==> src/rtl/mac_pkg.sv <==
// mac_pkg: shared definitions for the MAC result collector slice.
//   - default accumulator width / lane count / round counter width
//   - collector FSM state encoding (IDLE=0, COLLECT=1, DRAIN=2)
//   - lane index typedef sized for the default lane count
package mac_pkg;

    localparam int ACC_W_DEF  = 16;
    localparam int N_MACS_DEF = 4;
    localparam int RND_W_DEF  = 8;
    localparam int LANE_W_DEF = (N_MACS_DEF > 1) ? $clog2(N_MACS_DEF) : 1;

    typedef enum logic [1:0] {
        ST_IDLE    = 2'd0,
        ST_COLLECT = 2'd1,
        ST_DRAIN   = 2'd2
    } coll_state_t;

    typedef logic [LANE_W_DEF-1:0] lane_idx_t;

endpackage

==> src/rtl/mac_lane_capture.sv <==
// mac_lane_capture: one MAC lane's capture slot.
//   Detects the rising edge of the lane's valid, latches the accumulator into
//   a hold register and raises the lane flag. A rise while the flag is still
//   set (lane not drained) is dropped and reported as a one-cycle drop pulse.
// Ports:
//   clk, rst        clock, async active-high reset
//   clear           synchronous clear, highest priority
//   valid_in        lane valid from the array
//   acc_in          lane accumulator value
//   drain_ack       this lane's beat is being accepted downstream this cycle
//   capture         rise accepted this cycle (comb)
//   drop            rise lost because the slot is still occupied (comb)
//   flag            slot holds an undrained value
//   hold            captured value
module mac_lane_capture #(
    parameter int ACC_W = 16
) (
    input  logic             clk,
    input  logic             rst,
    input  logic             clear,
    input  logic             valid_in,
    input  logic [ACC_W-1:0] acc_in,
    input  logic             drain_ack,
    output logic             capture,
    output logic             drop,
    output logic             flag,
    output logic [ACC_W-1:0] hold
);

    logic valid_d;
    logic rise;

    assign rise = valid_in & ~valid_d;
    // A same-cycle drain frees the slot first, so the new value becomes
    // next round's entry instead of an overflow.
    assign capture = rise & (~flag | drain_ack);
    assign drop    = rise & flag & ~drain_ack;

    always_ff @(posedge clk or posedge rst) begin
        if (rst) begin
            valid_d <= 1'b0;
            flag    <= 1'b0;
            hold    <= '0;
        end else if (clear) begin
            valid_d <= 1'b0;
            flag    <= 1'b0;
            hold    <= '0;
        end else begin
            valid_d <= valid_in;
            if (capture) begin
                flag <= 1'b1;
                hold <= acc_in;
            end else if (drain_ack) begin
                flag <= 1'b0;
            end
        end
    end

endmodule

==> src/rtl/mac_result_collector.sv <==
// mac_result_collector: captures per-lane MAC results on valid rising edges
// and replays them as one lane-ascending valid/ready stream, out_last marking
// the end of each round. The array never sees backpressure.
// Optional build macro: MAC_COLLECT_RELU_EN (ReLU applied to out_data only).
// Ports:
//   clk, rst      clock, async active-high reset
//   clear         synchronous clear (same effect as reset)
//   valid_in      per-lane valid, acc_in packed lane results (lane i at i*ACC_W)
//   busy_in       array busy; falling edge closes a partial round
//   out_valid/out_ready/out_data/out_lane/out_last  serial result stream
//   round_cnt     completed rounds (wraps)
//   overflow      sticky: a capture was lost
//   collecting    FSM is in COLLECT
module mac_result_collector
    import mac_pkg::*;
#(
    parameter int ACC_W  = ACC_W_DEF,
    parameter int N_MACS = N_MACS_DEF,
    parameter int LANE_W = (N_MACS > 1) ? $clog2(N_MACS) : 1,
    parameter int RND_W  = RND_W_DEF
) (
    input  logic                    clk,
    input  logic                    rst,
    input  logic                    clear,
    input  logic [N_MACS-1:0]       valid_in,
    input  logic [N_MACS*ACC_W-1:0] acc_in,
    input  logic                    busy_in,
    output logic                    out_valid,
    input  logic                    out_ready,
    output logic [ACC_W-1:0]        out_data,
    output logic [LANE_W-1:0]       out_lane,
    output logic                    out_last,
    output logic [RND_W-1:0]        round_cnt,
    output logic                    overflow,
    output logic                    collecting
);

    coll_state_t                   state;
    logic [N_MACS-1:0]             flags, capture, drop, ack, mask, pending;
    logic [N_MACS-1:0]             flags_upd, flags_after;
    logic [N_MACS-1:0][ACC_W-1:0]  hold;
    logic                          busy_d, bfall, hs, in_drain;
    logic [LANE_W-1:0]             sel;
    logic                          sel_found, sel_last;

    genvar gi;
    generate
        for (gi = 0; gi < N_MACS; gi++) begin : g_lane
            mac_lane_capture #(.ACC_W(ACC_W)) u_lane (
                .clk       (clk),
                .rst       (rst),
                .clear     (clear),
                .valid_in  (valid_in[gi]),
                .acc_in    (acc_in[gi*ACC_W +: ACC_W]),
                .drain_ack (ack[gi]),
                .capture   (capture[gi]),
                .drop      (drop[gi]),
                .flag      (flags[gi]),
                .hold      (hold[gi])
            );
        end
    endgenerate

    assign in_drain    = (state == ST_DRAIN);
    assign bfall       = busy_d & ~busy_in;
    // Round mask freezes membership at DRAIN entry; lanes recaptured after
    // being sent carry a flag but are excluded until the next round.
    assign pending     = in_drain ? (flags & mask) : '0;
    assign hs          = in_drain & out_ready;
    assign flags_upd   = flags | capture;
    assign flags_after = (flags & ~ack) | capture;

    // Lowest pending lane is presented; last when nothing above it remains.
    always_comb begin
        sel       = '0;
        sel_found = 1'b0;
        sel_last  = 1'b1;
        for (int i = 0; i < N_MACS; i++) begin
            if (pending[i] && !sel_found) begin
                sel       = LANE_W'(i);
                sel_found = 1'b1;
            end
        end
        for (int i = 0; i < N_MACS; i++) begin
            if (pending[i] && (i > int'(sel))) sel_last = 1'b0;
        end
    end

    always_comb begin
        ack = '0;
        if (hs) ack[sel] = 1'b1;
    end

    always_ff @(posedge clk or posedge rst) begin
        if (rst) begin
            state     <= ST_IDLE;
            mask      <= '0;
            busy_d    <= 1'b0;
            round_cnt <= '0;
            overflow  <= 1'b0;
        end else if (clear) begin
            state     <= ST_IDLE;
            mask      <= '0;
            busy_d    <= 1'b0;
            round_cnt <= '0;
            overflow  <= 1'b0;
        end else begin
            busy_d <= busy_in;
            if (|drop) overflow <= 1'b1;
            case (state)
                ST_IDLE: begin
                    // A lone capture coinciding with bfall still closes its round.
                    if (|flags_upd) begin
                        if ((&flags_upd) || bfall) begin
                            state <= ST_DRAIN;
                            mask  <= flags_upd;
                        end else begin
                            state <= ST_COLLECT;
                        end
                    end
                end
                ST_COLLECT: begin
                    if ((&flags_upd) || (bfall && (|flags_upd))) begin
                        state <= ST_DRAIN;
                        mask  <= flags_upd;
                    end
                end
                ST_DRAIN: begin
                    if (hs) begin
                        mask <= mask & ~ack;
                        if (sel_last) begin
                            round_cnt <= round_cnt + 1'b1;
                            state     <= (|flags_after) ? ST_COLLECT : ST_IDLE;
                        end
                    end
                end
                default: state <= ST_IDLE;
            endcase
        end
    end

    assign out_valid  = in_drain;
    assign out_lane   = in_drain ? sel : '0;
    assign out_last   = in_drain & sel_last;
    assign collecting = (state == ST_COLLECT);

`ifdef MAC_COLLECT_RELU_EN
    assign out_data = (!in_drain || hold[sel][ACC_W-1]) ? '0 : hold[sel];
`else
    assign out_data = in_drain ? hold[sel] : '0;
`endif

endmodule

==> config.mk <==
export PLATFORM = sky130hd
export DESIGN_NAME = mac_result_collector
export DESIGN_NICKNAME = d
export VERILOG_FILES = /design/src/rtl/mac_pkg.sv /design/src/rtl/mac_lane_capture.sv /design/src/rtl/mac_result_collector.sv
export SDC_FILE = /design/constraint.sdc
export NUM_CORES = 1
export LEC_CHECK = 0
export CORE_ASPECT_RATIO = 1.1
export CORE_MARGIN = 8
export CORE_UTILIZATION = 40
export DETAILED_ROUTE_END_ITERATION = 8
export PLACE_DENSITY = 0.76
export SYNTH_ARGS = -nofsm -noshare
export SYNTH_HDL_FRONTEND = slang
export SYNTH_SLANG_ARGS = --single-unit
==> constraint.sdc <==
create_clock -name clk -period 5.4 [get_ports clk]
set_input_delay 1.08 -clock clk [delete_from_list [all_inputs] [get_ports clk]]
set_output_delay 1.08 -clock clk [all_outputs]
set_load 0.05 [all_outputs]
; ---- Word-level counts from Yosys, hierarchy flattened
; Index checks and enable logic that the tools add are counted.
[totals]
output_inout_bits = 30
ff_bits = 88
elab_cells = 168
[classes]
reduce_logical = 34
n_eq_ne = 7
mux = 62
magnitude_cmp = 5
bitwise = 42
n_addsub = 1
[ops]
columns = op, count
row1 = $mux 16, 10
row2 = $bmux 16 s2, 1
row3 = $mux 8, 4
row4 = $mux 1, 28
row5 = $mux 4, 7
row6 = $and 1x1->1, 19
row7 = $mux 2, 9
row8 = $reduce_bool 2->1, 8
row9 = $not 1->1, 13
row10 = $and 4x4->4, 3
row11 = $pmux 4 s3, 1
row12 = $reduce_bool 3->1, 4
row13 = $reduce_or 4->1, 3
row14 = $ne 3x3->1 const B, 3
row15 = $add 8x1->8 const B, 1
row16 = $logic_and 1x1->1, 8
row17 = $or 4x4->4, 2
row18 = $reduce_and 4->1, 2
row19 = $ne 3x2->1 const B, 2
row20 = $pmux 2 s3, 1
row21 = $reduce_and 5->1, 1
row22 = $gt 2x2->1 const A, 2
row23 = $not 4->4, 1
row24 = $or 1x1->1, 4
row25 = other kinds (11), 14

; ---- Longest topological paths before layout
; Gate-level depths: netlist of run 1.
[logic_depth]
word_depth = 26
mapped_depth = 8
mapped_depth_nobuf = 6

; ---- By module
; Synthesis of run 1 repeated with hierarchy kept, for this count alone.
[unflattened]
cells_unflattened = 493
hier_area_um2 = 5117.4
[modules_own_cells]
columns = mod, cells_each, area_each_um2, seq_area_each_um2, instances
row1 = mac_lane_capture, 78, 913.4, 450.4, 4
row2 = mac_result_collector, 181, 1463.9, 400.4, 1

; ---- Worst setup path before layout of run 1
; OpenSTA, ideal clock, no wires.
[synth_path]
kind = register to output
start = reg mask[1]
end = out out_data[10]
t_arrival_ps = 2686
setup_slack_ps = 1634
required_ps = 4320
path_stages_with_launch = 8
n_path_buf = 2
path_cell_list = dfrtp_1 clkbuf_1 a22o_1 nor3_2 buf_2 mux2_2 nand2_1 a21oi_1
[synth_via]
elab_chain_cells = 13
word_cells_on_any_way = 15
classes_between = mux (9) / bitwise (1) / reduce/logical (5)
[synth_rtl]
columns = item, line_no
row1 = "start, declared", mac_result_collector.sv:39  ; logic [N_MACS-1:0] flags, capture, drop, ack, mask, pending;
row2 = "start signal, assigned", mac_result_collector.sv:116  ; mask <= flags_upd;
row3 = "start signal, assigned", mac_result_collector.sv:125  ; mask <= flags_upd;
row4 = "start signal, assigned", mac_result_collector.sv:130  ; mask <= mask & ~ack;
row5 = $and 4x4->4 (*), mac_result_collector.sv:68  ; assign pending = in_drain ? (flags & mask) : '0;
row6 = $mux 4 (*), mac_result_collector.sv:68
row7 = $logic_and 1x1->1 (*), mac_result_collector.sv:79  ; if (pending[i] && !sel_found) begin
row8 = $mux 1, mac_result_collector.sv:79
row9 = $logic_not 1->1, mac_result_collector.sv:79
row10 = $logic_and 1x1->1, mac_result_collector.sv:79
row11 = $mux 1, mac_result_collector.sv:79
row12 = $logic_not 1->1, mac_result_collector.sv:79
row13 = $logic_and 1x1->1, mac_result_collector.sv:79
row14 = $mux 2 (*), mac_result_collector.sv:79
row15 = $bmux 16 s2 (*), mac_result_collector.sv:150  ; assign out_data = in_drain ? hold[sel] : '0;
row16 = $mux 16 (not written as such) (*), mac_result_collector.sv:150
row17 = $mux 16 (*), mac_result_collector.sv:150
row18 = "end, declared", mac_result_collector.sv:30  ; output logic [ACC_W-1:0] out_data,
; Mark *: on every way between the ends. The rest lies on a longest branch, timed or not. The select of a mux whose other input is x is not followed.

; ---- Final worst setup path of run 1
[layout_path]
start = reg state[1]
end = out out_data[12]
[layout_via]
elab_chain_cells = 15
word_cells_on_any_way = 17
classes_between = eq/ne (1) / mux (10) / reduce/logical (6)
[layout_rtl]
columns = item, line_no
row1 = "start, declared", mac_result_collector.sv:38  ; coll_state_t state;
row2 = "start signal, assigned", mac_result_collector.sv:133  ; state <= (|flags_after) ? ST_COLLECT : ST_IDLE;
row3 = $eq 2x2->1 (*), mac_result_collector.sv:64  ; assign in_drain = (state == ST_DRAIN);
row4 = $mux 4, mac_result_collector.sv:68
row5 = $mux 1, mac_result_collector.sv:79
row6 = $logic_not 1->1, mac_result_collector.sv:79
row7 = $logic_and 1x1->1, mac_result_collector.sv:79
row8 = $mux 1, mac_result_collector.sv:79
row9 = $logic_not 1->1, mac_result_collector.sv:79
row10 = $logic_and 1x1->1, mac_result_collector.sv:79
row11 = $mux 1, mac_result_collector.sv:79
row12 = $logic_not 1->1, mac_result_collector.sv:79
row13 = $logic_and 1x1->1, mac_result_collector.sv:79
row14 = $mux 2, mac_result_collector.sv:79
row15 = $bmux 16 s2, mac_result_collector.sv:150
row16 = $mux 16 (not written as such), mac_result_collector.sv:150
row17 = $mux 16 (*), mac_result_collector.sv:150
; Marked as above.

==> flow_summary_export.csv, run 1 <==
group,metric,value,unit
run_status,status,"complete, no violations",
timing,period_share,90.1,%
logic_synthesis,synth.area.top_cells,"dfrtp_1 50%, a22o_1 6.6%, a21oi_1 5.0%",
floorplanning,core,10800,µm²
setup_path,startpoint,"state[1]",
layout,stdcell_area,5930,µm²
logic_synthesis,synth_edf_count,0,
setup_path,setup.worst_path.class,"reg2out",
detailed_routing,first_pass_iters,5,
global_routing,gr-total-overflow,0,
floorplanning,io_pins,103,
floorplanning,die_w,116,µm
logic_synthesis,synth-seq-cells,88,
clock_tree,clock_path_buffers,2,
timing,timing_hold_violations_final,0,
layout,nNetsFinal,610,
setup_path,r2r_slack,2.65,ns
global_routing,grt_first_pass_wirelength,21600,µm
layout,area_delta_synth_final,35.1,%
worst_hold_path,hold_path.class,"reg2reg",
layout,insertedDiodeCount,0,
timing,finClkSkew,0.00820,ns
clock_tree,numCtsBuffers,9,
setup_path,end_kind,"primary output",
setup_path,start_kind,"flip-flop",
logic_synthesis,synth.top_cell.area_share,50.2,%
timing,slew_headroom,17.0,%
timing,rsz0062_at_grt,"false",
worst_hold_path,min_from,"g_lane[2].u_lane.hold[0]",
layout,drive_gt1_share,9.80,%
clock_tree,cts-root-buf,"clkbuf_16",
clock_tree,postCtsSetupBuffers,0,
timing,period_minus_slack,4.86,ns
placement,place.gp.congestion,0.916,
floorplanning,start_util,40.6,%
placement,portBuffers,102,
detailed_routing,route.vias.total,3912,
setup_path,arrival,3.78,ns
placement,dpl_cell_area,5580,µm²
clock_tree,cts_tree,"built",
setup_path,cp_max_fo,22,
clock_tree,cts.sinks,88,
layout,mostFrequentLayoutCell,"clkdlybuf4s50_1",
detailed_routing,wl_per_cell,19.9,µm
setup_path,cp.required,4.32,ns
logic_synthesis,synth_top_area_cell,"dfrtp_1",
global_routing,antenna_found_initial,0,
logic_synthesis,syn_area_per_cell,10.0,µm²
timing,tightestPinTransition,1.24,ns
clock_tree,holdBufCountCts,0,
global_routing,grt_max_degree,60,
clock_tree,cts_resized,0,
logic_synthesis,ys.flop_type,"dfrtp_1",
timing,hold_ws,0.502,ns
floorplanning,rows,40,
timing,slew_violations,0,
detailed_routing,ant_nets,0,
clock_tree,htree_num_levels,3,
global_routing,grt_pass1_vias,3974,
floorplanning,dieArea,14600,µm²
detailed_routing,wl,13700,µm
timing,finalSetupViolations,0,
layout,final_core_utilization,54.9,%
power,power_density,318,nW/µm²
timing,fmax,206,MHz
clock_tree,worstSkewPairLatency,0.34,ns
layout,final_cell_mix,"101 x clkdlybuf4s50_1, 88 x dfrtp_1, 47 x nand2_1, 44 x a21oi_1, 40 x nor2_1",
logic_synthesis,seq_area_frac_synth,50.2,%
layout,fillCellCount,998,
floorplanning,die_y,126,µm
logic_synthesis,ys_types,54,
power,ir_drop,0.000147,V
job,cap_violations,0,
detailed_routing,drtIter0Drc,313,
logic_synthesis,ys_warn_count,0,
logic_synthesis,synthCells,437,
timing,fin_tns_setup,0,ns
logic_synthesis,syn-num-nets,511,
detailed_routing,vias_per_cell,5.69,
placement,dp.final_hpwl,9500,µm
setup_path,r2r-start,"g_lane[1].u_lane.valid_d",
logic_synthesis,async_flop_share,100,%
power,leakagePower,2.47,nW
logic_synthesis,synth_area,4390,µm²
global_routing,grtUsageTotal,18.9,%
detailed_routing,drc_errors,0,
clock_tree,cts.reportedPaths.clkPinSlew,0.06,ns
-- stage by stage --
stage	worst slack, ns	instances	power, mW
final	0.535	688	1.89
after global placement	1.17	672	1.15
after global routing	0.386	688	1.96
after detailed placement	0.998	672	1.16
after CTS	0.597	688	1.90
after floorplan	1.63	437	1.00
-- worst max-delay path: stages, from the launching register on --
cell and delay (ns):
dfrtp_1 0.57, nand2b_1 0.11, buf_4 0.24, nor4_4 0.92, nor2_1 0.57, nand2_1 0.21
a21oi_1 0.09, clkdlybuf4s50_1 0.72
-- path summary, 6_finish.rpt --
| kind | to | cells past startpoint |
|---|---|---|
| hold reg to reg | g_lane[2].u_lane.hold[0] | 1 |
| setup / recovery | out_data[12] | 7 |
| min in group asynchronous | g_lane[0].u_lane.hold[15] | 2 |
| max in group asynchronous | g_lane[1].u_lane.hold[7] | 3 |
| hold / removal | g_lane[2].u_lane.hold[0] | 1 |
| setup reg to reg | mask[0] | 5 |
-- layout make-up --
cell class	count	area [µm²]	share of cell area [%]
Sequential cell	88	2200	37.1
Multi-Input combinational cell	314	2050	34.6
Timing Repair Buffer	113	1100	18.5
Clock buffer	10	239	4.03
Tap cell	147	184	3.10
Clock inverter	6	115	1.94
Inverter	10	38.8	0.654
-- synth_stat cells, types with 3 or more instances --
cell      instances
dfrtp_1          88
nand2_1          47
a21oi_1          44
nor2_1           40
a22o_1           33
a22oi_1          18
o21ai_0          17
mux2_2           16
mux2i_1          16
clkbuf_1         14
inv_1            10
buf_2             8
nor2b_1           8
nand2b_1          7
nand3_1           6
xnor2_1           6
o41ai_1           5
nand4_1           4
and2_1            3
and3_1            3
o311ai_1          3
-- power by group --
| group | switching (mW) | total (mW) | leakage (nW) | internal, mW |
|---|---|---|---|---|
| Combinational | 0.239 | 0.399 | 1.11 | 0.161 |
| Clock | 0.265 | 0.733 | 0.175 | 0.468 |
| Sequential | 0.0502 | 0.755 | 1.19 | 0.705 |
-- state kept, by name (all words and copies together), names as in the netlist --
signal,flops
mask,4
overflow,1
round_cnt,8
g_lane.u_lane.flag,4
busy_d,1
state,2
g_lane.u_lane.valid_d,4
g_lane.u_lane.hold,64
-- cell families (layout without fill, tap and decap cells) --
family,Yosys count,in the layout,share of synthesized area [%]
compound gates,139,139,22.1
simple gates,136,136,15.1
flops,88,88,50.2
buf+inv,35,139,3.48
mux,32,32,7.75
xor+xnor,6,6,1.20
fa+ha+maj,1,1,0.285
-- per-layer routing --
metal / GRT usage [%] / wire length [µm] / share of wire (%)
met3: 4.97 / 895 / 6.6
met5: 0 / 0 / 0
met4: 6.04 / 256 / 1.9
met2: 30.1 / 6610 / 48
met1: 24.3 / 5900 / 43
Power figures use the tool's default switching activity.
==> run 2: changes to the inputs <==
- HOLD_SLACK_MARGIN: unset -> 0.05
==> results of run 2 <==
The final DEF is identical to that of run 1; final timing and power are the same.
